**src/rtl/audio_capture.sv**
```systemverilog
// I2S ADC capture into a double-buffered byte RAM.
// Each half holds one SD block; the consumer acknowledges filled halves.
module audio_capture #(
    parameter int BUFFER_ADDR_BITS = 9
) (
    input  logic                        clk,
    input  logic                        rst_n,
    input  logic                        enable_i,
    input  logic                        mono_i,
    input  logic                        aud_bclk_i,
    input  logic                        aud_adclrck_i,
    input  logic                        aud_adcdat_i,
    output logic [BUFFER_ADDR_BITS-1:0] buffer_addr_o,
    output logic                        buffer_sel_o,
    output logic                        buffer_wren_o,
    output logic [7:0]                  buffer_data_o,
    output logic                        buffer_filled_o,
    input  logic                        buffer_filled_ack_i,
    output logic                        overrun_o
);

    typedef enum logic [2:0] {
        IDLE,
        SYNC,
        SHIFT,
        WR_LO,
        WR_HI,
        SKIP
    } state_t;

    localparam logic [BUFFER_ADDR_BITS-1:0] ADDR_ONE =
        {{(BUFFER_ADDR_BITS-1){1'b0}}, 1'b1};

    state_t      state;
    state_t      state_d;
    logic [1:0]  bclk_sync;
    logic [1:0]  lrck_sync;
    logic [1:0]  dat_sync;
    logic        bclk_prev;
    logic        lrck_last;
    logic [4:0]  bit_cnt;
    logic [15:0] shift_q;
    logic [7:0]  last_byte;

    logic bclk_rise;
    logic slot_start;
    logic left_start;
    logic half_done;

    assign bclk_rise  = bclk_sync[1] & ~bclk_prev;
    assign slot_start = bclk_rise & (lrck_sync[1] != lrck_last);
    assign left_start = slot_start & ~lrck_sync[1];
    assign half_done  = buffer_wren_o & (&buffer_addr_o);

    // Bring the codec pins into clk and track LRCK as seen on BCLK rises.
    always_ff @(posedge clk) begin
        if (!rst_n) begin
            bclk_sync <= '0;
            lrck_sync <= '0;
            dat_sync  <= '0;
            bclk_prev <= 1'b0;
            lrck_last <= 1'b0;
        end else begin
            bclk_sync <= {bclk_sync[0], aud_bclk_i};
            lrck_sync <= {lrck_sync[0], aud_adclrck_i};
            dat_sync  <= {dat_sync[0], aud_adcdat_i};
            bclk_prev <= bclk_sync[1];
            if (bclk_rise) begin
                lrck_last <= lrck_sync[1];
            end
        end
    end

    // State register.
    always_ff @(posedge clk) begin
        if (!rst_n) begin
            state <= IDLE;
        end else begin
            state <= state_d;
        end
    end

    // Next state, write strobe and write data.
    always_comb begin
        state_d       = state;
        buffer_wren_o = 1'b0;
        buffer_data_o = last_byte;
        unique case (state)
            IDLE: begin
                if (enable_i) state_d = SYNC;
            end
            SYNC: begin
                if (left_start) state_d = SHIFT;
            end
            SHIFT: begin
                if (bit_cnt == 5'd16) state_d = WR_LO;
            end
            WR_LO: begin
                state_d       = WR_HI;
                buffer_wren_o = 1'b1;
                buffer_data_o = shift_q[7:0];
            end
            WR_HI: begin
                state_d       = SKIP;
                buffer_wren_o = 1'b1;
                buffer_data_o = shift_q[15:8];
            end
            SKIP: begin
                if (left_start || (slot_start && !mono_i)) begin
                    state_d = SHIFT;
                end
            end
            default: state_d = IDLE;
        endcase
        if (!enable_i && state != WR_LO) begin
            state_d = IDLE;
        end
    end

    // Shift in 16 bits per slot; later bits in the slot are dropped.
    always_ff @(posedge clk) begin
        if (!rst_n) begin
            bit_cnt   <= '0;
            shift_q   <= '0;
            last_byte <= '0;
        end else begin
            if (state != SHIFT) begin
                bit_cnt <= '0;
            end else if (bclk_rise && bit_cnt != 5'd16) begin
                shift_q <= {shift_q[14:0], dat_sync[1]};
                bit_cnt <= bit_cnt + 5'd1;
            end
            if (buffer_wren_o) begin
                last_byte <= buffer_data_o;
            end
        end
    end

    // Address walk and half ownership hand-off to the consumer.
    always_ff @(posedge clk) begin
        if (!rst_n) begin
            buffer_addr_o   <= '0;
            buffer_sel_o    <= 1'b0;
            buffer_filled_o <= 1'b0;
            overrun_o       <= 1'b0;
        end else begin
            if (!enable_i && state != WR_LO) begin
                buffer_addr_o <= '0;
            end else if (buffer_wren_o) begin
                buffer_addr_o <= buffer_addr_o + ADDR_ONE;
            end
            if (half_done) begin
                if (!buffer_filled_o || buffer_filled_ack_i) begin
                    buffer_sel_o    <= ~buffer_sel_o;
                    buffer_filled_o <= 1'b1;
                end else begin
                    overrun_o <= 1'b1;
                end
            end else if (buffer_filled_ack_i && buffer_filled_o) begin
                buffer_filled_o <= 1'b0;
            end
        end
    end

endmodule

```
**config.mk**
```make
export PLATFORM = sky130hd
export DESIGN_NAME = audio_capture
export DESIGN_NICKNAME = d
export VERILOG_FILES = /design/src/rtl/audio_capture.sv
export SDC_FILE = /design/constraint.sdc
export NUM_CORES = 1
export LEC_CHECK = 0
export CAP_MARGIN = 0
export CORE_UTILIZATION = 35
export CTS_CLUSTER_DIAMETER = 200
export DETAILED_ROUTE_END_ITERATION = 16
export PLACE_DENSITY_LB_ADDON = 0.05
export SYNTH_ARGS = -nofsm -noshare
export SYNTH_HDL_FRONTEND = slang
export SYNTH_SLANG_ARGS = --single-unit
```
**constraint.sdc**
```tcl
create_clock -name clk -period 3.3 [get_ports clk]
set_clock_uncertainty 0.15 [all_clocks]
set_input_delay 0.66 -clock clk [delete_from_list [all_inputs] [get_ports clk]]
set_output_delay 0.66 -clock clk [all_outputs]
set_load 0.01 [all_outputs]
```
==> reports/metrics.cfg, run 1 <==
[run_status]
outcome = finished, final reports clean

[global_route]
grt_pass1_wl_mm = 7.64
antenna_found_initial = 0
grt_max_degree = 21
grt_pass1_vias = 1649
grt_overflow_total = 0
grtUsageTotal = 0.149

[detailed_routing]
vias = 1715
drt_iter0_drc = 69
final_antenna_net_count = 0
dr.pass1.iters = 4
totalWireLength_mm = 4.56
drc_errors = 0
via_per_inst = 4.97
wire_per_inst_um = 13.2

[sta]
min_period_ns = 3.10
rsz0062_at_grt = false
maxSlewHeadroom = 0.571
timing.fmax_mhz = 323
drv_slew = 0
finalHoldViolCount = 0
period_share = 0.939
fin_setup_tns_ns = 0
setup_viol = 0
layout_setup_ws_ns = 0.200
tightestPinTransition_ns = 0.642

[floorplanning]
dieHeight_um = 82.3
die_w_um = 82.3
core_region_area_mm2 = 0.00606
rows = 28
die-area_mm2 = 0.00677
start_util = 0.372
io_pins = 29

[clock_network]
numCtsBuffers = 5
clock_sinks = 52
postCtsSetupBuffers = 0
cts_resized = 0
clkLatencyLatePin_ns = 0.29
clk_pin_slew_ns = 0.09
clock-root-buffer = clkbuf_8
clockBufferDepth = 2
cts_tree = yes
ctsHoldBuffers = 0
h-tree-depth = 2

[critical_path]
crit_path_start_kind = flop
critPathKind = flop to primary output
arrival_ns = 2.29
cp_slowest_cell = or3b_1
crit_chain = or3b_1 -> o221a_2 -> clkdlybuf4s50_1
cp_max_fo = 13
crit_required_ns = 2.49
end_kind = primary output
slowest_delay_ns = 0.69

[yosys]
syn_area_per_cell_um2 = 9.37
syn_area_mm2 = 0.00226
synthesis.nets = 253
synthXorXnorAreaFrac = 0.0466
synthMuxAreaShare = 0.0754
yosys_warnings = 0
ys.flop_type = dfxtp_1
synth_compound_area_frac = 0.127
synthArstFlopShare = 0
synth_top_family_by_area = simple AND/OR/NAND/NOR gates
synth_edf_count = 0
yosysUniqueCellTypes = 41
synth_adder_area_share = 0.0222
syn_inst = 241
yosys.area_share.simple = 0.217
ys_seq_area_frac = 0.461
ys_ff_latch = 52

[cells_and_area]
area_growth_pct = 19.8
insertedDiodeCount = 0
final_cell_mix = dfxtp_1 (52), nor2_1 (43), clkdlybuf4s50_1 (28), mux2i_1 (17), and2_1 (15)
fin_cells = 345
nets = 282
final_util = 0.446
layout_commonest_cell = dfxtp_1
drive_gt1_frac = 0.0963
final_cell_area_mm2 = 0.00271

[hold_path]
hold_class = flop to flop

[pwr]
max-vdd-ir-drop_v = 0.000254
power_density_mw_per_mm2 = 399
p_leak_nw = 0.934

[placement]
io_buffers = 28
dpl.hpwl_mm = 3.16
postPlaceCellArea_mm2 = 0.00261
dp_cells = 338
gp_congestion = 0.772
pre_cts_ws_ns = 0.531

[run]
cap_violations = 0

per-stage QoR:
stage          total power, mW  hold WS, ns
2_1_floorplan            0.689        0.262
3_3_place_gp             0.712        0.264
3_5_place_dp             0.712        0.269
4_1_cts                   1.10        0.292
5_1_grt                   1.12        0.310
6_report                  1.08        0.288
metal layers:
metal	wire length, um	global-route usage
met1	2300	0.194
met2	2050	0.240
met3	137	0.0308
met4	74	0.0596
met5	0	0
worst max-delay path, delay by kind of cell (launching register included):
family / cells / cell delay [ns]
buffers and inverters: 1 / 0.48
DFF: 1 / 0.43
and+or+nand+nor: 1 / 0.69
AOI/OAI and AO/OA: 1 / 0.40
state kept, by name, indices dropped and copies added (netlist names):
name	cells
overrun_o	1
bclk_sync	2
shift_q	16
bclk_prev	1
buffer_filled_o	1
last_byte	8
state	3
dat_sync	2
lrck_sync	2
buffer_sel_o	1
bit_cnt	5
buffer_addr_o	9
lrck_last	1
final cells by class:
type,count,area [um^2]
flip-flops and latches,52,1040
repair buffers,37,348
well taps,75,93.8
inverters,6,22.5
clock buffers,7,96.3
multi-input cells,168,1100
fillers,611,3360
worst paths after layout:
| path | start | endpoint | slack [ns] | depth (start not counted) |
|---|---|---|---|---|
| setup / recovery | state[0]$_SDFFE_PP0P_ | buffer_data_o[6] | 0.20 | 3 |
| hold / removal | dat_sync[0]$_SDFF_PN0_ | dat_sync[1]$_SDFF_PN0_ | 0.29 | 1 |
| setup reg to reg | state[1]$_SDFFE_PP0P_ | shift_q[14]$_SDFFE_PN0P_ | 1.23 | 6 |
| hold reg to reg | dat_sync[0]$_SDFF_PN0_ | dat_sync[1]$_SDFF_PN0_ | 0.29 | 1 |
logic make-up (layout without fill, tap and decap cells):
kind of cell	Yosys count	count (layout)
simple gates	95	95
buf+inv	21	50
flops	52	52
compound gates	40	40
mux	17	17
fa+ha+maj	4	4
xor+xnor	12	12
cells in the mapped netlist (3+ instances only):
cell type   n  share of area
dfxtp_1    52           0.46
nor2_1     43          0.072
mux2i_1    17          0.075
and2_1     15          0.042
o21ai_0    11          0.024
a21oi_1     9          0.020
clkbuf_1    9          0.015
nor3b_1     9          0.030
nand2_1     8          0.013
o221a_2     7          0.035
xor2_1      7          0.027
inv_1       6          0.010
nand3_1     5          0.011
xnor2_1     5          0.019
ha_1        4          0.022
nand4_1     3         0.0083
where the power goes:
part	total (mW)	switching (mW)	internal (mW)
clock	0.384	0.197	0.187
sequential	0.638	0.00515	0.633
combinational	0.0588	0.0289	0.0299
total	1.08	0.231	0.850
(Power assumes the default switching activity.)
==> inputs of run 2 (changes only) <==
GPL_TIMING_DRIVEN = 0   (was not set)
==> reports/metrics.cfg, run 2 (synthesis results as in run 1) <==
[clock_network]
cts_tree = yes
h-tree-depth = 2
clock_sinks = 52
clock-root-buffer = clkbuf_8
clkLatencyLatePin_ns = 0.31
clockBufferDepth = 2
clk_pin_slew_ns = 0.10
numCtsBuffers = 5

[sta]
rsz0062_at_grt = false
period_share = 0.921
tightestPinTransition_ns = 0.604
timing.fmax_mhz = 329
maxSlewHeadroom = 0.597
setup_viol = 0
whs_ns = 0.291
layout_setup_ws_ns = 0.262
drv_slew = 0
fin_setup_tns_ns = 0
min_period_ns = 3.04
finalHoldViolCount = 0

[cells_and_area]
reg_top3 = shift_q: 16 flops, buffer_addr_o: 9 flops, last_byte: 8 flops
insertedDiodeCount = 0
fin_cells = 351
area_growth_pct = 20.5
final_cell_mix = dfxtp_1 (52), nor2_1 (43), clkdlybuf4s50_1 (27), mux2i_1 (17), and2_1 (15)
layout_commonest_cell = dfxtp_1
final_cell_area_mm2 = 0.00272
drive_gt1_frac = 0.0833
nets = 287
largest_register_ffs = 16
regMostFlops = shift_q
final_util = 0.449

[placement]
dp_cells = 343
gp_congestion = 0.748
dpl.hpwl_mm = 3.42
pre_cts_ws_ns = 0.384
io_buffers = 27
postPlaceCellArea_mm2 = 0.00262

[floorplanning]
io_pins = 29
start_util = 0.372
core_region_area_mm2 = 0.00606
die_w_um = 82.3
dieHeight_um = 82.3
rows = 28
die-area_mm2 = 0.00677

[global_route]
grtUsageMet3 = 0.0330
antenna_found_initial = 0
grt_max_degree = 16
grtUsageTotal = 0.156
grt_util_met2 = 0.250
top_usage_layer = met2
met1_usage = 0.201
grt_overflow_total = 0
grt_pass1_vias = 1636
grt_pass1_wl_mm = 7.85

[hold_path]
hp-start = bclk_sync[0]$_SDFF_PN0_
hold_class = flop to flop
hold_path_depth = 1

[critical_path]
cp_slowest_cell = clkdlybuf4s50_1
rr_startpoint = state[1]$_SDFFE_PP0P_
slowest_delay_ns = 0.54
critPathKind = flop to primary output
cp_max_fo = 10
arrival_ns = 2.23
r2r_cells = 7
crit_path_start_kind = flop
cp-startpoint = state[0]$_SDFFE_PP0P_
crit_chain = buf_2 -> clkbuf_1 -> nor2_1 -> o21ai_0 -> o221a_2 -> clkdlybuf4s50_1
end_kind = primary output
crit_required_ns = 2.49

[detailed_routing]
drc_errors = 0
wire_per_inst_um = 13.9
vias = 1730
via_per_inst = 4.93
drt_iter0_drc = 68
totalWireLength_mm = 4.88
dr.pass1.iters = 4
final_antenna_net_count = 0

[pwr]
switchingPower_uw = 252
switching_share = 0.232
power_frac_clock = 0.357
power_density_mw_per_mm2 = 399
combinationalPowerShare = 0.057
internal_power_uw = 832
p_leak_nw = 0.922
max-vdd-ir-drop_v = 0.000195
total_power_mw = 1.08
seqPwrFrac = 0.586

[run]
cap_violations = 0

[run_status]
outcome = finished, final reports clean

-- run 2: timing repair --
item                       CTS  global route
setup buffers                0             0
resized for setup            0             1
setup endpoints to repair    0             8
hold buffers                 0             0
-- run 2: routing by layer --
metal | vias to the layer above | part of all wire
met5 | - | 0
met4 | 0 | 0.023
met2 | 32 | 0.44
li1 | 897 | -
met1 | 790 | 0.50
met3 | 11 | 0.034
-- run 2: worst paths after layout --
check                            endpoint  slack [ns]
setup / recovery         buffer_data_o[5]        0.26
hold / removal    bclk_sync[1]$_SDFF_PN0_        0.29
setup reg to reg  shift_q[9]$_SDFFE_PN0P_        1.37
hold reg to reg   bclk_sync[1]$_SDFF_PN0_        0.29
-- run 2: layout make-up --
type	instances	area (um^2)
fillers	614	3340
multi-input cells	168	1110
flip-flops and latches	52	1040
repair buffers	27	270
well taps	75	93.8
plain buffers	15	90.1
clock buffers	7	86.3
inverters	6	22.5
clock inverters	1	7.51
-- run 2: critical path, delay by kind of cell, from the launching register on --
| kind | cells | cell delay [ns] |
|---|---|---|
| buffers and inverters | 3 | 1.11 |
| AO/OA/AOI/OAI | 2 | 0.39 |
| flip-flops | 1 | 0.33 |
| AND/OR/NAND/NOR | 1 | 0.09 |
-- run 2: power groups by stage --
| stage | logic [mW] | clock network [mW] | registers (mW) |
|---|---|---|---|
| global placement | 0.0623 | 0 | 0.650 |
| global route | 0.0687 | 0.423 | 0.636 |
| detailed placement | 0.0621 | 0 | 0.650 |
| floorplan | 0.0395 | 0 | 0.649 |
| finish | 0.0617 | 0.387 | 0.635 |
| CTS | 0.0622 | 0.400 | 0.635 |
==> inputs of run 3 (changes only) <==
CTS_CLUSTER_DIAMETER = 30   (was 200)
==> results of run 3 <==
Same layout as run 2: the final DEF is identical, and so are final timing and power.
